File: config.mk
export PLATFORM = sky130hd
export DESIGN_NAME = adc_capture_ctrl_flat
export DESIGN_NICKNAME = d
export VERILOG_FILES = /design/src/rtl/adc_capture_ctrl_if.sv /design/src/rtl/adc_capture_ctrl.sv /design/src/flat_wrapper.sv
export SDC_FILE = /design/constraint.sdc
export NUM_CORES = 2
export LEC_CHECK = 0
export BUFFER_PORTS_ARGS = -buffer_cell sky130_fd_sc_hd__buf_2
export CAP_MARGIN = 20
export CELL_PAD_IN_SITES_DETAIL_PLACEMENT = 0
export CELL_PAD_IN_SITES_GLOBAL_PLACEMENT = 1
export CORE_MARGIN = 3
export CORE_UTILIZATION = 35
export CTS_BUF_LIST = sky130_fd_sc_hd__clkbuf_4
export DETAILED_ROUTE_END_ITERATION = 16
export GPL_ROUTABILITY_DRIVEN = 0
export HOLD_SLACK_MARGIN = 0.03
export PLACE_DENSITY = 0.66
export SKIP_LAST_GASP = 1
export SLEW_MARGIN = 20
export SYNTH_ARGS = -nofsm -noshare
export SYNTH_HDL_FRONTEND = slang
export SYNTH_SLANG_ARGS = --single-unit
File: constraint.sdc
create_clock -name clk -period 14.4 [get_ports clk]
set_input_delay 0.72 -clock clk [delete_from_list [all_inputs] [get_ports clk]]
set_output_delay 0.72 -clock clk [all_outputs]
set_load 0.02 [all_outputs]
File: src/rtl/adc_capture_ctrl_if.sv
// adc_capture_ctrl_if
//   AXI-Stream bundle carrying captured words from adc_capture_ctrl to the
//   PL-to-PS serializer.
//   master: drives tdata/tvalid/tlast, samples tready (capture controller)
//   slave : samples tdata/tvalid/tlast, drives tready (serializer / bench)
interface adc_capture_ctrl_if #(
  parameter int DATA_W = 128
) ();
  logic [DATA_W-1:0] tdata;
  logic              tvalid;
  logic              tready;
  logic              tlast;

  modport master (output tdata, output tvalid, output tlast, input tready);
  modport slave  (input tdata, input tvalid, input tlast, output tready);
endinterface

File: src/rtl/adc_capture_ctrl.sv
// adc_capture_ctrl
//   Arms on a rising edge of arm, waits for a rising trigger edge, then
//   captures capture_len slots of the free-running ADC stream into a 16-deep
//   FIFO which is presented as an AXI-Stream master (tlast on final slot).
//   Optional macro ADC_CAPTURE_DECIM_EN adds a decim[7:0] input so that only
//   every (decim+1)-th valid ADC word inside the window is a capture slot.
// Ports:
//   clk, rst            clock, async active-high reset
//   s_adc_tdata/tvalid  ADC stream (never stalls)
//   arm, trigger        level inputs, rising edges used
//   flush               synchronous abort + FIFO clear while high
//   capture_len         slots per capture, sampled on arm
//   decim               (ADC_CAPTURE_DECIM_EN only) decimation, sampled on arm
//   m_axis              AXI-Stream master (tdata/tvalid/tlast out, tready in)
//   busy                state != IDLE
//   done                one-cycle pulse when a capture has fully drained
//   overflow            sticky, a slot was dropped because the FIFO was full
//   words_captured      slots consumed in the current/last capture
module adc_capture_ctrl #(
  parameter int DATA_W  = 128,
  parameter int LEN_W   = 16,
  parameter int FIFO_AW = 4
) (
  input  logic                clk,
  input  logic                rst,
  input  logic [DATA_W-1:0]   s_adc_tdata,
  input  logic                s_adc_tvalid,
  input  logic                arm,
  input  logic                flush,
  input  logic                trigger,
  input  logic [LEN_W-1:0]    capture_len,
`ifdef ADC_CAPTURE_DECIM_EN
  input  logic [7:0]          decim,
`endif
  adc_capture_ctrl_if.master  m_axis,
  output logic                busy,
  output logic                done,
  output logic                overflow,
  output logic [LEN_W-1:0]    words_captured
);

  localparam int DEPTH = 1 << FIFO_AW;
  localparam int PW    = FIFO_AW + 1;

  typedef enum logic [1:0] {IDLE, ARMED, CAPTURE, DRAIN} state_t;

  state_t            r_state;
  logic              r_arm_q, r_trig_q;
  logic [LEN_W-1:0]  r_len, r_words;
  logic              r_done, r_overflow;

  // FIFO storage; tlast rides in the top bit.
  logic [DATA_W:0]   r_mem [DEPTH];
  logic [PW-1:0]     r_wr_ptr, r_rd_ptr;
  logic [DATA_W-1:0] r_out_data;
  logic              r_out_last, r_out_vld;

  logic              w_arm_rise, w_trig_rise;
  logic              w_win, w_slot, w_tlast, w_last_slot;
  logic              w_push, w_pop, w_drop, w_full, w_empty;
  logic [PW-1:0]     w_count, w_wr_nxt, w_rd_nxt;
  logic [DATA_W:0]   w_wdata, w_head_nxt;

  assign w_arm_rise  = arm & ~r_arm_q;
  assign w_trig_rise = trigger & ~r_trig_q;

  // A valid ADC word inside the capture window. The trigger cycle itself is
  // part of the window, so the word beside the trigger edge is slot 0.
  assign w_win = ~flush & s_adc_tvalid &
                 ((r_state == CAPTURE) | ((r_state == ARMED) & w_trig_rise));

`ifdef ADC_CAPTURE_DECIM_EN
  logic [7:0] r_decim, r_phase, w_phase;
  // Phase is treated as 0 on the trigger cycle so the first word is a slot.
  assign w_phase = (r_state == CAPTURE) ? r_phase : 8'd0;
  assign w_slot  = w_win & (w_phase == 8'd0);
`else
  assign w_slot  = w_win;
`endif

  assign w_tlast     = (r_words == r_len - LEN_W'(1));
  assign w_last_slot = w_slot & w_tlast;
  assign w_wdata     = {w_tlast, s_adc_tdata};

  // The output register always mirrors the FIFO head, so the count covers
  // everything held including the word on the bus; full means 16 words total.
  assign w_count = r_wr_ptr - r_rd_ptr;
  assign w_full  = (w_count == PW'(DEPTH));
  assign w_empty = (w_count == '0);
  assign w_pop   = r_out_vld & m_axis.tready;
  // A full FIFO still accepts a write when a beat leaves in the same cycle.
  assign w_push  = w_slot & (~w_full | w_pop);
  assign w_drop  = w_slot & w_full & ~w_pop;

  assign w_wr_nxt = r_wr_ptr + PW'(w_push);
  assign w_rd_nxt = r_rd_ptr + PW'(w_pop);
  // If the new head is the entry being written now, bypass the memory.
  assign w_head_nxt = (w_push && (r_wr_ptr == w_rd_nxt)) ? w_wdata
                                                         : r_mem[w_rd_nxt[FIFO_AW-1:0]];

  always_ff @(posedge clk) begin
    if (w_push) r_mem[r_wr_ptr[FIFO_AW-1:0]] <= w_wdata;
  end

  always_ff @(posedge clk or posedge rst) begin
    if (rst) begin
      r_wr_ptr   <= '0;
      r_rd_ptr   <= '0;
      r_out_vld  <= 1'b0;
      r_out_last <= 1'b0;
      r_out_data <= '0;
    end else if (flush) begin
      r_wr_ptr  <= '0;
      r_rd_ptr  <= '0;
      r_out_vld <= 1'b0;
    end else begin
      r_wr_ptr  <= w_wr_nxt;
      r_rd_ptr  <= w_rd_nxt;
      r_out_vld <= (w_wr_nxt != w_rd_nxt);
      // Head is unchanged while stalled, so data/last stay stable.
      if (w_wr_nxt != w_rd_nxt) {r_out_last, r_out_data} <= w_head_nxt;
    end
  end

  always_ff @(posedge clk or posedge rst) begin
    if (rst) begin
      r_state    <= IDLE;
      r_arm_q    <= 1'b0;
      r_trig_q   <= 1'b0;
      r_len      <= '0;
      r_words    <= '0;
      r_done     <= 1'b0;
      r_overflow <= 1'b0;
`ifdef ADC_CAPTURE_DECIM_EN
      r_decim    <= '0;
      r_phase    <= '0;
`endif
    end else begin
      r_arm_q  <= arm;
      r_trig_q <= trigger;
      r_done   <= 1'b0;
      if (flush) begin
        r_state    <= IDLE;
        r_words    <= '0;
        r_overflow <= 1'b0;
      end else begin
        if (w_slot) r_words    <= r_words + LEN_W'(1);
        if (w_drop) r_overflow <= 1'b1;
`ifdef ADC_CAPTURE_DECIM_EN
        if (r_state != CAPTURE) r_phase <= '0;
        if (w_win) r_phase <= (w_phase == r_decim) ? 8'd0 : w_phase + 8'd1;
`endif
        case (r_state)
          IDLE: begin
            if (w_arm_rise && capture_len != '0) begin
              r_len      <= capture_len;
              r_words    <= '0;
              r_overflow <= 1'b0;
`ifdef ADC_CAPTURE_DECIM_EN
              r_decim    <= decim;
`endif
              r_state    <= ARMED;
            end
          end
          ARMED: begin
            if (w_trig_rise) r_state <= w_last_slot ? DRAIN : CAPTURE;
          end
          CAPTURE: begin
            if (w_last_slot) r_state <= DRAIN;
          end
          DRAIN: begin
            if (w_empty) begin
              r_done  <= 1'b1;
              r_state <= IDLE;
            end
          end
          default: r_state <= IDLE;
        endcase
      end
    end
  end

  assign busy           = (r_state != IDLE);
  assign done           = r_done;
  assign overflow       = r_overflow;
  assign words_captured = r_words;
  assign m_axis.tdata   = r_out_data;
  assign m_axis.tvalid  = r_out_vld;
  assign m_axis.tlast   = r_out_last;

endmodule

File: src/flat_wrapper.sv
// flat-port wrapper written by rule: the top's interface ports become plain ports
module adc_capture_ctrl_flat 
#(
  parameter int DATA_W  = 128,
  parameter int LEN_W   = 16,
  parameter int FIFO_AW = 4
)
  (clk, rst, s_adc_tdata, s_adc_tvalid, arm, flush, trigger, capture_len, busy, done, overflow, words_captured, m_axis_tdata, m_axis_tvalid, m_axis_tlast, m_axis_tready);
  adc_capture_ctrl_if #(.DATA_W(DATA_W)) m_axis_i ();
  input  logic clk;
  input  logic rst;
  input  logic [DATA_W-1:0] s_adc_tdata;
  input  logic s_adc_tvalid;
  input  logic arm;
  input  logic flush;
  input  logic trigger;
  input  logic [LEN_W-1:0] capture_len;
  output logic busy;
  output logic done;
  output logic overflow;
  output logic [LEN_W-1:0] words_captured;
  output wire logic [$bits(m_axis_i.tdata)-1:0] m_axis_tdata;
  output wire logic [$bits(m_axis_i.tvalid)-1:0] m_axis_tvalid;
  output wire logic [$bits(m_axis_i.tlast)-1:0] m_axis_tlast;
  input wire logic [$bits(m_axis_i.tready)-1:0] m_axis_tready;
  assign m_axis_tdata = m_axis_i.tdata;
  assign m_axis_tvalid = m_axis_i.tvalid;
  assign m_axis_tlast = m_axis_i.tlast;
  assign m_axis_i.tready = m_axis_tready;
  adc_capture_ctrl #(.DATA_W(DATA_W), .LEN_W(LEN_W), .FIFO_AW(FIFO_AW)) u_core (.clk(clk), .rst(rst), .s_adc_tdata(s_adc_tdata), .s_adc_tvalid(s_adc_tvalid), .arm(arm), .flush(flush), .trigger(trigger), .capture_len(capture_len), .m_axis(m_axis_i), .busy(busy), .done(done), .overflow(overflow), .words_captured(words_captured));
endmodule
# [Word level (Yosys, flattened, before mapping)]
# Memory sizes are Yosys's and may differ from the RTL's.
# Index checks and enable logic that the tools add are counted.
[totals] register_bits=178 mem_bits_rw=2064 input_bits=151 wordCells=79 memories=1
[classes] add_sub_neg=5 n_eq_ne=11 mux=24 n_bitwise=17 reduce_logical=9
[memory_table] name="u_core.r_mem" words=16 word_bits=129 read_ports=1 rd_ports_with_merged_regs=0 wr=1 line_no="adc_capture_ctrl.sv:53" text="logic [DATA_W:0] r_mem [DEPTH];"
[ops] op="$mux W129" count=1
[ops] op="$mux W16" count=4
[ops] op="$add A16 B1 Y16 const B" count=1
[ops] op="$eq A16 B16 Y1" count=1
[ops] op="$reduce_bool A16 Y1" count=1
[ops] op="$sub A16 B1 Y16 const B" count=1
[ops] op="$ne A3 B2 Y1 const B" count=4
[ops] op="$mux W1" count=11
[ops] op="$add A5 B1 Y5" count=2
[ops] op="$and A1 B1 Y1" count=10
[ops] op="$mux W2" count=5
[ops] op="$mux W5" count=2
[ops] op="$pmux W2 S4" count=1
[ops] op="$eq A5 B5 Y1" count=1
[ops] op="$eq A5 B5 Y1 const B" count=1
[ops] op="$logic_not A5 Y1" count=1
[ops] op="$ne A5 B5 Y1" count=1
[ops] op="$not A1 Y1" count=5
[ops] op="$sub A5 B5 Y5" count=1
[ops] op="$eq A2 B2 Y1 const B" count=2
[ops] op="$reduce_and A4 Y1" count=1
[ops] op="$reduce_and A3 Y1" count=1
[ops] op="$eq A2 B1 Y1 const B" count=1
[ops] op="$logic_and A1 B1 Y1" count=2
[ops] op="other kinds (4)" count=5

# [Depth between registers and ports, before layout]
[logic_depth] ltp_word=11 mapped_depth=17 ltp_nobuf=15

# [Worst setup path after synthesis]
# OpenSTA, ideal clock, no wires.
[synth_path] path_type="input port to flip-flop" start="in flush" end="mem u_core.r_mem[2][0] (netlist bit), enable pin" setup_ns=0.776 arrival_time_ns=10.560 required_ns=13.624 setup_slack_ns=3.064 stages=7 n_path_buf=1 path_cell_list="clkbuf_1 > nand2b_1 > nor2_1 > o31a_1 > and2_1 > nand2_1 > nor3_1"
[synth_via] elab_chain_cells=6
[synth_lines] item="from (decl)" line_no="flat_wrapper.sv:15" text="input logic flush;"
[synth_lines] item="$not A1 Y1 (no source line)"
[synth_lines] item="$and A1 B1 Y1 (2 in series)" line_no="adc_capture_ctrl.sv:69" text="assign w_win = ~flush & s_adc_tvalid &"
[synth_lines] item="$and A1 B1 Y1" line_no="adc_capture_ctrl.sv:92" text="assign w_push = w_slot & (~w_full | w_pop);"
[synth_lines] item="$mux W1" line_no="adc_capture_ctrl.sv:102" text="if (w_push) r_mem[r_wr_ptr[FIFO_AW-1:0]] <= w_wdata;"
[synth_lines] item="$mux W1 (not written as such)" line_no="adc_capture_ctrl.sv:102"
[synth_lines] item="to (decl)" line_no="adc_capture_ctrl.sv:53"
# Every way passes these cells.

# [Final worst setup path]
[layout_path] start="reg u_core.r_out_vld, in the netlist u_core.m_axis.tvalid" end="reg u_core.r_out_data[32], in the netlist u_core.m_axis.tdata[32]"
[layout_via] elab_chain_cells=6 elab_cells_between_ends=11 classes_between="add/sub: 2; eq/ne: 2; mux: 1; bitwise: 3; reduce/logical: 2; memory: 1"
[layout_lines] item="from (decl)" line_no="adc_capture_ctrl.sv:56" text="logic r_out_last, r_out_vld;"
[layout_lines] item="from (signal assigned)" line_no="adc_capture_ctrl.sv:119" text="r_out_vld <= (w_wr_nxt != w_rd_nxt);"
[layout_lines] item="$and A1 B1 Y1 *" line_no="adc_capture_ctrl.sv:90" text="assign w_pop = r_out_vld & m_axis.tready;"
[layout_lines] item="branches (longest 5 deep; another with $mem_v2 Z16 W129)"
[layout_lines] item="to (signal assigned)" line_no="adc_capture_ctrl.sv:121" text="if (w_wr_nxt != w_rd_nxt) {r_out_last, r_out_data} <= w_head_nxt;"
[layout_lines] item="to (decl)" line_no="adc_capture_ctrl.sv:55" text="logic [DATA_W-1:0] r_out_data;"
# Every way passes the cells marked *.
# A chain may end at the register's enable or synchronous reset.

==> run_results.csv <==
group,metric,value,unit
global_routing,antenna_found_initial,36,
global_routing,grt_pass1_wl,319.4,mm
worst_hold_path,hold_depth,2,
placement,io_buffers,299,
worst_hold_path,hp-start,"s_adc_tdata[112]",
clock_network,clk_pin_slew,60,ps
yosys,synth-edff-count,2064,
global_routing,grt_max_degree,168,
placement,dp.cells,7117,
critical_path,critPathSlowestCell,"buf_4",
pwr,ir_drop,0.1049,mV
routing,vias,43340,
pwr,intPower,11.32,mW
placement,place_area,91690,µm²
run,drv_cap,0,
floorplanning,die_y,502.0,µm
yosys,yosys.area.top_type,"edfxtp_1",
yosys,syn-num-nets,3907,
floorplanning,rows,181,
global_routing,grt_use_total,17.34,%
critical_path,r2r_start,"u_core.m_axis.tvalid$_DFF_PP0_",
placement,place_ws,7835,ps
sta,holdWs,243.6,ps
sta,post-route-worst-setup-slack,8511,ps
global_routing,grt_pass1_vias,45750,
clock_network,ctsResizeCount,0,
critical_path,cp_cell_sequence,"and2_1 -> ha_4 -> buf_4 -> buf_12 -> buf_16 -> buf_4 -> buf_16 -> mux4_2 -> mux4_2 -> mux2i_1 -> a21oi_1",
critical_path,crit_family,"buffers and inverters",
sta,tightest_slew,1328,ps
pwr,p_sw,3.984,mW
critical_path,cp.required,15550,ps
clock_network,htreeDepth,6,
critical_path,critPathMaxFanout,63,
routing,viasPerCell,5.190,
cells_and_area,ff_latch_area,66430,µm²
critical_path,r2r_end,"u_core.m_axis.tdata[32]$_DFFE_PP0P_",
sta,hold_violations,0,
pwr,pwr-share-seq,49.3,%
floorplanning,core,243900,µm²
pwr,leakage,32.32,nW
yosys,syn_area,86110,µm²
critical_path,cp-end-kind,"flip-flop",
pwr,switching_share,26.03,%
clock_network,cts-root-buf,"clkbuf_4",
clock_network,clockBufferDepth,4,
cells_and_area,drive_above_1_share,39.63,%
yosys,ys_seq_elements,2242,
clock_network,postCtsSetupRepairBufs,0,
sta,max_freq,169.8,MHz
critical_path,path_class,"reg -> reg",
pwr,total_power,15.31,mW
pwr,power_frac_clock,36.6,%
cells_and_area,multi_input_area,18940,µm²
sta,clock_skew,146.0,ps
clock_network,cts_tree,"built",
floorplanning,dieArea,252000,µm²
yosys,yosysTopAreaCellShare,71.98,%
yosys,yosysUniqueCellTypes,51,
sta,finalSetupTns,0,ps
critical_path,worstPathArrival,7040,ps
yosys,async_flop_share,7.939,%
sta,finalCriticalPeriod,5889,ps
sta,slew_headroom,11.44,%
yosys,syn_area_per_cell,23.01,µm²
clock_network,cts_buffers,607,
yosys,syn_inst,3742,
yosys,yosys_warnings,0,
routing,finalWirelength,219.0,mm
routing,wire_per_inst,26.22,µm
routing,drcViolationCount,0,
yosys,ys_dominant_reg_cell,"edfxtp_1",
critical_path,path_buf_inv,5,
cells_and_area,fin_area,101200,µm²
sta,rsz0062_at_grt,"false",
worst_hold_path,hold_end,"u_core.r_mem[8][112]$_DFFE_PP_",
critical_path,startpoint_type,"flip-flop",
sta,period_share,40.90,%
run_status,outcome,"complete, no violations",
clock_network,cts.sinks,2242,
clock_network,holdBufCountCts,169,
routing,drt_pass1_iterations,5,
global_routing,overflow,0,
critical_path,reg2regPathDepth,11,
critical_path,r2r_slack,8510,ps
yosys,ys_top_cells_by_area,"edfxtp_1, mux4_2, dfrtp_1",
cells_and_area,fill_cells,21420,
cells_and_area,postLayoutCoreUtil,41.47,%
pwr,combinationalPowerShare,14.1,%
yosys,seq_area_frac_synth,77.15,%
cells_and_area,syn_to_final_growth,17.47,%
sta,setup_viol,0,
floorplanning,die_w,502.0,µm
sta,final-max-slew-violation-count,0,
clock_network,insertion_delay,1420,ps
floorplanning,io_pins,300,
routing,ant_nets,0,
placement,dp_hpwl,105.8,mm
worst_hold_path,hold_path_class,"in -> reg",
cells_and_area,nNetsFinal,4862,
cells_and_area,finalNonFillerCells,8351,
critical_path,cpPeakStageDelay,870,ps
pwr,p_per_area,151.3,nW/µm²
floorplanning,initial_core_util,35.30,%
routing,drtIter0Drc,3712,
kinds of logic after synthesis:
family	after synthesis	share of synthesized area, %
AND/OR/NAND/NOR	262	1.373
flip-flops	2242	77.15
AO/OA/AOI/OAI	166	1.048
buffers and inverters	213	1.072
adder cells (fa/ha/maj)	14	0.2034
multiplexers	794	18.63
XOR/XNOR	51	0.5275
worst reg2reg max path: cells and delay by family (launching register included):
family / cells / cell delay [ps]
DFF: 1 / 370
buffers and inverters: 5 / 2760
adders and majority gates: 1 / 860
muxes: 3 / 1220
and+or+nand+nor: 1 / 370
AOI/OAI and AO/OA: 1 / 90
sequential cells by signal, summed over array words and instances, names as in the netlist:
name and flops:
u_core.done 1, u_core.m_axis.tdata 128, u_core.m_axis.tlast 1, u_core.m_axis.tvalid 1, u_core.overflow 1, u_core.r_arm_q 1, u_core.r_len 16, u_core.r_mem 2064
u_core.r_rd_ptr 5, u_core.r_state 2, u_core.r_trig_q 1, u_core.r_wr_ptr 5, u_core.words_captured 16
layout by cell type, fill, tap and decap left out, types with 12 or more instances in the layout:
cell,synthesis,layout
inv_2,1,14
nor2_1,171,159
nand2_1,15,15
xnor2_1,18,18
mux2i_1,133,133
a21oi_1,138,138
mux2_2,16,16
dfrtp_1,178,178
dlygate4sd3_1,0,169
clkbuf_4,0,915
ha_1,14,12
clkinv_2,0,20
nand3_1,14,14
buf_12,0,15
clkinv_1,0,76
buf_2,21,299
inv_1,14,13
nor2_4,0,12
xor2_1,32,31
mux4_2,645,645
edfxtp_1,2064,2064
buf_4,0,56
diode_2,0,19
final cells by class:
class / instances / share of cell area (%)
Antenna cell: 19 / 0.04700
Inverter: 15 / 0.06308
Sequential cell: 2242 / 65.67
Multi-Input combinational cell: 1287 / 18.72
Clock buffer: 915 / 6.791
Clock inverter: 127 / 0.7434
Timing Repair Buffer: 544 / 4.000
Tap cell: 3202 / 3.961
synthesized netlist by cell type (3+ instances only):
cell and n:
xor2_1 32, ha_1 14, buf_1 47, mux2i_1 133
nor2b_1 9, a31oi_1 4, edfxtp_1 2064, inv_1 14
buf_2 21, clkbuf_1 117, nand2b_1 8, and3_1 3
xnor2_1 18, nand3_1 14, nand2_1 15, o21ai_0 4
buf_6 13, o21a_1 3, a21oi_1 138, nand4_1 6
o211ai_1 3, mux2_2 16, dfrtp_1 178, nor4_1 9
nor2_1 171, mux4_2 645, nor3_1 11
routing by layer:
layer / part of all wire (%) / vias up / global-route usage [%]
li1: - / 18130 / -
met1: 44 / 23240 / 24.69
met2: 47 / 1607 / 26.54
met3: 6.9 / 337 / 4.343
met4: 1.8 / 26 / 4.902
met5: 0.072 / - / 0
power by group through the flow:
stage          combinational, mW  clock (mW)  sequential, mW
2_1_floorplan               1.23           0            7.85
3_3_place_gp                2.13           0            7.69
3_5_place_dp                2.15           0            7.69
4_1_cts                     2.20        5.81            7.56
5_1_grt                     2.36        6.18            7.58
6_report                    2.15        5.60            7.55
worst max path at each step:
| stage | start | end | slack, ps | cells after the start |
|---|---|---|---|---|
| 3_3_place_gp | m_axis_tready | u_core.m_axis.tdata[39]$_DFFE_PP0P_ | 7900 | 10 |
| 4_1_cts | u_core.m_axis.tvalid$_DFF_PP0_ | u_core.m_axis.tdata[39]$_DFFE_PP0P_ | 8190 | 9 |
| 6_report | u_core.m_axis.tvalid$_DFF_PP0_ | u_core.m_axis.tdata[32]$_DFFE_PP0P_ | 8510 | 11 |
| 3_5_place_dp | m_axis_tready | u_core.m_axis.tdata[39]$_DFFE_PP0P_ | 7840 | 10 |
| 2_1_floorplan | flush | u_core.r_mem[2][0]$_DFFE_PP_ | 3060 | 7 |
| 5_1_grt | u_core.m_axis.tvalid$_DFF_PP0_ | u_core.m_axis.tdata[32]$_DFFE_PP0P_ | 7940 | 11 |
Power figures use the tool's default switching activity.
